## config.mk

```make
export PLATFORM = sky130hd
export DESIGN_NAME = div8_flat
export DESIGN_NICKNAME = d
export VERILOG_FILES = /design/src/rtl/div8_if.sv /design/src/rtl/div8.sv /design/src/flat_wrapper.sv
export SDC_FILE = /design/constraint.sdc
export NUM_CORES = 1
export LEC_CHECK = 0
export ABC_AREA = 1
export CAP_MARGIN = 20
export CORE_ASPECT_RATIO = 1.2
export CORE_MARGIN = 3
export CORE_UTILIZATION = 52
export CTS_BUF_LIST = sky130_fd_sc_hd__clkbuf_4
export DETAILED_ROUTE_END_ITERATION = 7
export GPL_ROUTABILITY_DRIVEN = 0
export PLACE_DENSITY = 0.83
export SLEW_MARGIN = 10
export SYNTH_ARGS = -nofsm -noshare
export SYNTH_HDL_FRONTEND = slang
export SYNTH_SLANG_ARGS = --single-unit
export TNS_END_PERCENT = 100
```

## constraint.sdc

```tcl
create_clock -name clk -period 2.5 [get_ports clk]
set_input_delay 0.25 -clock clk [delete_from_list [all_inputs] [get_ports clk]]
set_output_delay 0.25 -clock clk [all_outputs]
set_load 0.03 [all_outputs]
```

## src/rtl/div8_if.sv

```systemverilog
// Handshake/result bundle for the div8 sequential divider, with the FSM state exposed for checkers.
// start is a single-cycle command (no ready): it is accepted on any edge where it is high; done is a level that holds the result valid until the next start.
interface div8_if #(
    parameter int WIDTH = 8
);
    logic             start;
    logic [WIDTH-1:0] A;
    logic [WIDTH-1:0] B;
    logic [WIDTH-1:0] quotient;
    logic [WIDTH-1:0] remainder;
    logic             busy;
    logic             done;
    logic             div_by_zero;
    logic [1:0]       state;

    modport master (
        output start, A, B,
        input  quotient, remainder, busy, done, div_by_zero, state
    );

    modport slave (
        input  start, A, B,
        output quotient, remainder, busy, done, div_by_zero, state
    );
endinterface

```

## src/rtl/div8.sv

```systemverilog
// Restoring shift/subtract divider producing one quotient bit per clock.
// Optional DIV8_SIGNED_EN: two's-complement operands, magnitude core plus sign fix-up on the done edge.
module div8 #(
    parameter int WIDTH = 8
) (
    input  logic  clk,
    input  logic  rst,
    div8_if.slave bus
);
    localparam int CW = $clog2(WIDTH);

    typedef enum logic [1:0] {
        S_IDLE = 2'd0,
        S_CALC = 2'd1,
        S_DONE = 2'd2
    } state_t;

    state_t           r_state;
    state_t           w_next_state;
    logic [WIDTH-1:0] r_dvd;
    logic [WIDTH-1:0] r_dsr;
    logic [WIDTH-1:0] r_rem;
    logic [CW-1:0]    r_cnt;
    logic [WIDTH-1:0] r_quo;
    logic [WIDTH-1:0] r_rmd;
    logic             r_busy;
    logic             r_done;
    logic             r_dbz;

    logic [WIDTH:0]   w_shift_rem;
    logic             w_ge;
    logic [WIDTH-1:0] w_rem_nxt;
    logic [WIDTH-1:0] w_dvd_nxt;
    logic             w_last;
    logic             w_zero_dsr;
    logic [WIDTH-1:0] w_a_mag;
    logic [WIDTH-1:0] w_b_mag;
    logic [WIDTH-1:0] w_q_fix;
    logic [WIDTH-1:0] w_r_fix;
    logic [WIDTH-1:0] w_dbz_rem;

    // The shifted-out MSB alone guarantees rem >= divisor, so the subtraction result always fits WIDTH bits.
    assign w_shift_rem = {r_rem, r_dvd[WIDTH-1]};
    assign w_ge        = w_shift_rem[WIDTH] | (w_shift_rem[WIDTH-1:0] >= r_dsr);
    assign w_rem_nxt   = w_ge ? (w_shift_rem[WIDTH-1:0] - r_dsr) : w_shift_rem[WIDTH-1:0];
    assign w_dvd_nxt   = {r_dvd[WIDTH-2:0], w_ge};
    assign w_last      = (r_cnt == CW'(WIDTH - 1));
    assign w_zero_dsr  = (r_dsr == '0);

`ifdef DIV8_SIGNED_EN
    logic r_neg_q;
    logic r_neg_r;

    assign w_a_mag   = bus.A[WIDTH-1] ? (~bus.A + 1'b1) : bus.A;
    assign w_b_mag   = bus.B[WIDTH-1] ? (~bus.B + 1'b1) : bus.B;
    assign w_q_fix   = r_neg_q ? (~w_dvd_nxt + 1'b1) : w_dvd_nxt;
    assign w_r_fix   = r_neg_r ? (~w_rem_nxt + 1'b1) : w_rem_nxt;
    // Re-negating the stored magnitude recovers the original A, including the most-negative value.
    assign w_dbz_rem = r_neg_r ? (~r_dvd + 1'b1) : r_dvd;

    always_ff @(posedge clk or posedge rst) begin
        if (rst) begin
            r_neg_q <= 1'b0;
            r_neg_r <= 1'b0;
        end else if (bus.start) begin
            r_neg_q <= bus.A[WIDTH-1] ^ bus.B[WIDTH-1];
            r_neg_r <= bus.A[WIDTH-1];
        end
    end
`else
    assign w_a_mag   = bus.A;
    assign w_b_mag   = bus.B;
    assign w_q_fix   = w_dvd_nxt;
    assign w_r_fix   = w_rem_nxt;
    assign w_dbz_rem = r_dvd;
`endif

    always_ff @(posedge clk or posedge rst) begin
        if (rst) r_state <= S_IDLE;
        else     r_state <= w_next_state;
    end

    always_comb begin
        w_next_state = r_state;
        if (bus.start) begin
            w_next_state = S_CALC;
        end else begin
            case (r_state)
                S_CALC:  if (w_zero_dsr || w_last) w_next_state = S_DONE;
                default: w_next_state = r_state;
            endcase
        end
    end

    always_ff @(posedge clk or posedge rst) begin
        if (rst) begin
            r_dvd  <= '0;
            r_dsr  <= '0;
            r_rem  <= '0;
            r_cnt  <= '0;
            r_quo  <= '0;
            r_rmd  <= '0;
            r_busy <= 1'b0;
            r_done <= 1'b0;
            r_dbz  <= 1'b0;
        end else if (bus.start) begin
            r_dvd  <= w_a_mag;
            r_dsr  <= w_b_mag;
            r_rem  <= '0;
            r_cnt  <= '0;
            r_busy <= 1'b1;
            r_done <= 1'b0;
            r_dbz  <= 1'b0;
        end else if (r_state == S_CALC) begin
            if (w_zero_dsr) begin
                r_quo  <= '1;
                r_rmd  <= w_dbz_rem;
                r_dbz  <= 1'b1;
                r_done <= 1'b1;
                r_busy <= 1'b0;
            end else begin
                r_rem <= w_rem_nxt;
                r_dvd <= w_dvd_nxt;
                r_cnt <= r_cnt + CW'(1);
                if (w_last) begin
                    r_quo  <= w_q_fix;
                    r_rmd  <= w_r_fix;
                    r_done <= 1'b1;
                    r_busy <= 1'b0;
                end
            end
        end
    end

    assign bus.quotient    = r_quo;
    assign bus.remainder   = r_rmd;
    assign bus.busy        = r_busy;
    assign bus.done        = r_done;
    assign bus.div_by_zero = r_dbz;
    assign bus.state       = r_state;
endmodule

```

## src/flat_wrapper.sv

```systemverilog
// flat-port wrapper written by rule: the top's interface ports become plain ports
module div8_flat 
#(
    parameter int WIDTH = 8
)
  (clk, rst, bus_start, bus_A, bus_B, bus_quotient, bus_remainder, bus_busy, bus_done, bus_div_by_zero, bus_state);
  div8_if #(.WIDTH(WIDTH)) bus_i ();
  input  logic clk;
  input  logic rst;
  input wire logic [$bits(bus_i.start)-1:0] bus_start;
  input wire logic [$bits(bus_i.A)-1:0] bus_A;
  input wire logic [$bits(bus_i.B)-1:0] bus_B;
  output wire logic [$bits(bus_i.quotient)-1:0] bus_quotient;
  output wire logic [$bits(bus_i.remainder)-1:0] bus_remainder;
  output wire logic [$bits(bus_i.busy)-1:0] bus_busy;
  output wire logic [$bits(bus_i.done)-1:0] bus_done;
  output wire logic [$bits(bus_i.div_by_zero)-1:0] bus_div_by_zero;
  output wire logic [$bits(bus_i.state)-1:0] bus_state;
  assign bus_i.start = bus_start;
  assign bus_i.A = bus_A;
  assign bus_i.B = bus_B;
  assign bus_quotient = bus_i.quotient;
  assign bus_remainder = bus_i.remainder;
  assign bus_busy = bus_i.busy;
  assign bus_done = bus_i.done;
  assign bus_div_by_zero = bus_i.div_by_zero;
  assign bus_state = bus_i.state;
  div8 #(.WIDTH(WIDTH)) u_core (.clk(clk), .rst(rst), .bus(bus_i));
endmodule
```

==> qor.yml <==
p_comb_share_pct: 52.9
synthCells: 328
power_density_mw_per_mm2: 971
ctsResizeCount: 0
status: "complete, no violations"
cts_sinks: 48
clk_pin_slew_worst_paths_ns: 0.15
power_frac_seq_pct: 35.1
grt-ovfl-total: 0
max_freq_mhz: 484
post-route-min-period_ns: 2.06
final_nets: 399
clkLatencyLatePin_ns: 0.38
routed_wl_um: 5840
cts_tree: "done"
clock_skew_ns: 0.0124
criticalPathCategory: "reg2reg"
r2r_slack_ns: 0.44
ys_seq_area_share_pct: 44.0
final_cell_mix: "nand2_1, dfrtp_1, clkdlybuf4s50_1, nand3_1, nor2_1"
antenna_found_initial: 0
synthTopCellsByArea: "dfrtp_1, nand2_1, nand3_1, ha_1, nor2_1"
holdCritPathClass: "in2async"
slew_violations: 0
cts_htree_levels: 2
ant_nets: 0
setup_viol_count_final: 0
relSlewSlack_pct: 71.5
finalSetupTns_ns: 0
p_leak_uw: 0.00166
dp_hpwl_um: 4540
synth_cell_types: 36
diodes: 0
cts_hold_buf: 0
viasPerCell: 5.31
p_int_uw: 1710
drc_errors: 0
worstSetupEndpointType: "register"
die_area_mm2: 0.00616
grt.total_usage_pct: 20.4
io_pins: 40
final_util_pct: 64.3
grt_pass1_vias: 2189
maxCapViolations: 0
sw_frac_of_total_pct: 45.3
grt_pass1_wl_um: 9990
power.switching_uw: 1410
core_area_mm2: 0.00501
drtPass1Iterations: 4
post-cts-setup-buffers: 0
netlist_area_mm2: 0.00273
drt_iter0_drc: 142
ys_warn_count: 0
start_util_pct: 54.5
postSynthAreaPerCell_um2: 8.32
die_w_um: 72.1
cp-start-kind: "register"
cts.path.max_buffers: 2
reg2reg_from: "u_core.r_dvd[7]$_DFFE_PP0P_"
worstMarginPinSlew_ns: 0.428
grt_max_degree: 28
clkPwrFrac_pct: 12.0
timing.final.crit_share_pct: 82.6
synth_top_area_share_pct: 44.0
final-hold-violation-count: 0
arrival_ns: 2.34
ff2ff_path_depth: 14
ir_drop_v: 0.000427
r2r-end: "u_core.bus.remainder[4]$_DFFE_PP0P_"
std_cell_rows: 28
synth_nets: 358
rsz0062_at_grt: "false"
ys_ff_latch: 48
yosysTopAreaCell: "dfrtp_1"
area_growth_syn_to_layout_pct: 18.0
detail_route.wl_per_cell_um: 13.6
vias: 2283
numPortBuffers: 39
path_max_fanout: 10
cts_made_buffers: 5
layout-drive-gt1-share_pct: 16.8
fp.dieH_um: 85.4
required_ns: 2.78
clockRootBuffer: "clkbuf_4"
final_common_cell: "nand2_1"
## critical path, cell delays in order, from the launching register on
cell,delay (ns)
dfrtp_1,0.38
inv_1,0.11
ha_1,0.17
inv_1,0.07
fa_1,0.40
nand2_1,0.10
nand2_2,0.08
nand2_4,0.08
nand2_2,0.06
nand2_4,0.13
nand2_8,0.10
nand2_2,0.09
nand3_1,0.06
nand3_1,0.08
nand2_1,0.05
## metrics by stage
step	cells	worst slack [ns]	total power, uW	area (um2)	hold WS (ns)
floorplan	328	0.640	2320	2730	0.367
global placement	422	0.560	2700	3160	0.461
detailed placement	422	0.477	2770	3160	0.476
CTS	430	0.433	3140	3220	0.156
global route	430	0.260	3360	3220	0.181
finish	430	0.435	3130	3220	0.143
## power groups by stage
stage / clock network, uW / logic, uW / registers (uW)
after floorplan: 0 / 1080 / 1240
after global placement: 0 / 1600 / 1100
after detailed placement: 0 / 1650 / 1110
after CTS: 379 / 1660 / 1100
after global routing: 410 / 1820 / 1120
final: 374 / 1650 / 1100
## how the worst max path moves through the flow
stage | start | end | slack, ns | cells after the start
CTS | u_core.r_dvd[7]$_DFFE_PP0P_ | u_core.bus.remainder[4]$_DFFE_PP0P_ | 0.43 | 14
global placement | u_core.r_dvd[7]$_DFFE_PP0P_ | u_core.bus.remainder[4]$_DFFE_PP0P_ | 0.56 | 14
finish | u_core.r_dvd[7]$_DFFE_PP0P_ | u_core.bus.remainder[4]$_DFFE_PP0P_ | 0.44 | 14
floorplan | u_core.r_dvd[7]$_DFFE_PP0P_ | u_core.bus.remainder[4]$_DFFE_PP0P_ | 0.64 | 14
global route | u_core.r_dvd[7]$_DFFE_PP0P_ | u_core.bus.remainder[4]$_DFFE_PP0P_ | 0.26 | 14
detailed placement | u_core.r_dvd[7]$_DFFE_PP0P_ | u_core.bus.remainder[4]$_DFFE_PP0P_ | 0.48 | 14
## registers in the layout (all words and copies together) (netlist names)
signal and count:
u_core.r_cnt 3, u_core.bus.quotient 8, u_core.bus.remainder 8, u_core.bus.done 1, u_core.bus.state 2, u_core.r_dvd 8, u_core.r_dsr 8, u_core.bus.busy 1
u_core.r_rem 8, u_core.bus.div_by_zero 1
## metal layers
| layer | vias up | track usage (%) | wire, um | share of wire, % |
|---|---|---|---|---|
| li1 | 1135 | - | - | - |
| met1 | 1077 | 26.8 | 2600 | 45 |
| met2 | 61 | 33.6 | 2850 | 49 |
| met3 | 10 | 3.55 | 272 | 4.7 |
| met4 | 0 | 7.35 | 118 | 2.0 |
| met5 | - | 0 | 0 | 0 |
## area by class of cell
class                      count  area [um2]
timing repair buffer          44         428
multi-input combinational    236        1330
sequential                    48        1200
inverter                      34         128
clock buffer                   5        37.5
clock inverter                 3        18.8
tap                           60        75.1
fill                         444        1790
## logic make-up (layout without fill, tap and decap cells)
family	Yosys count	in the layout	synth area share, %
xor gates and xnor gates	2	2	0.642
and+or+nand+nor	187	187	33.8
AOI/OAI and AO/OA	36	36	9.08
DFF	48	48	44.0
buffers and inverters	44	86	7.15
adders and majority gates	11	11	5.32
## synth_stat cells (all sizes together)
cell type  number
xnor2           2
a21oi           8
buf             8
nand4           4
o211ai          4
nor2           37
o21ai          22
a22o            2
dfrtp          48
nand2         104
inv            33
or2             3
nand3          38
ha             10
fa              1
clkinv          1
nand3b          1
clkbuf          2
No activity file was read; power rests on OpenSTA's default activity.
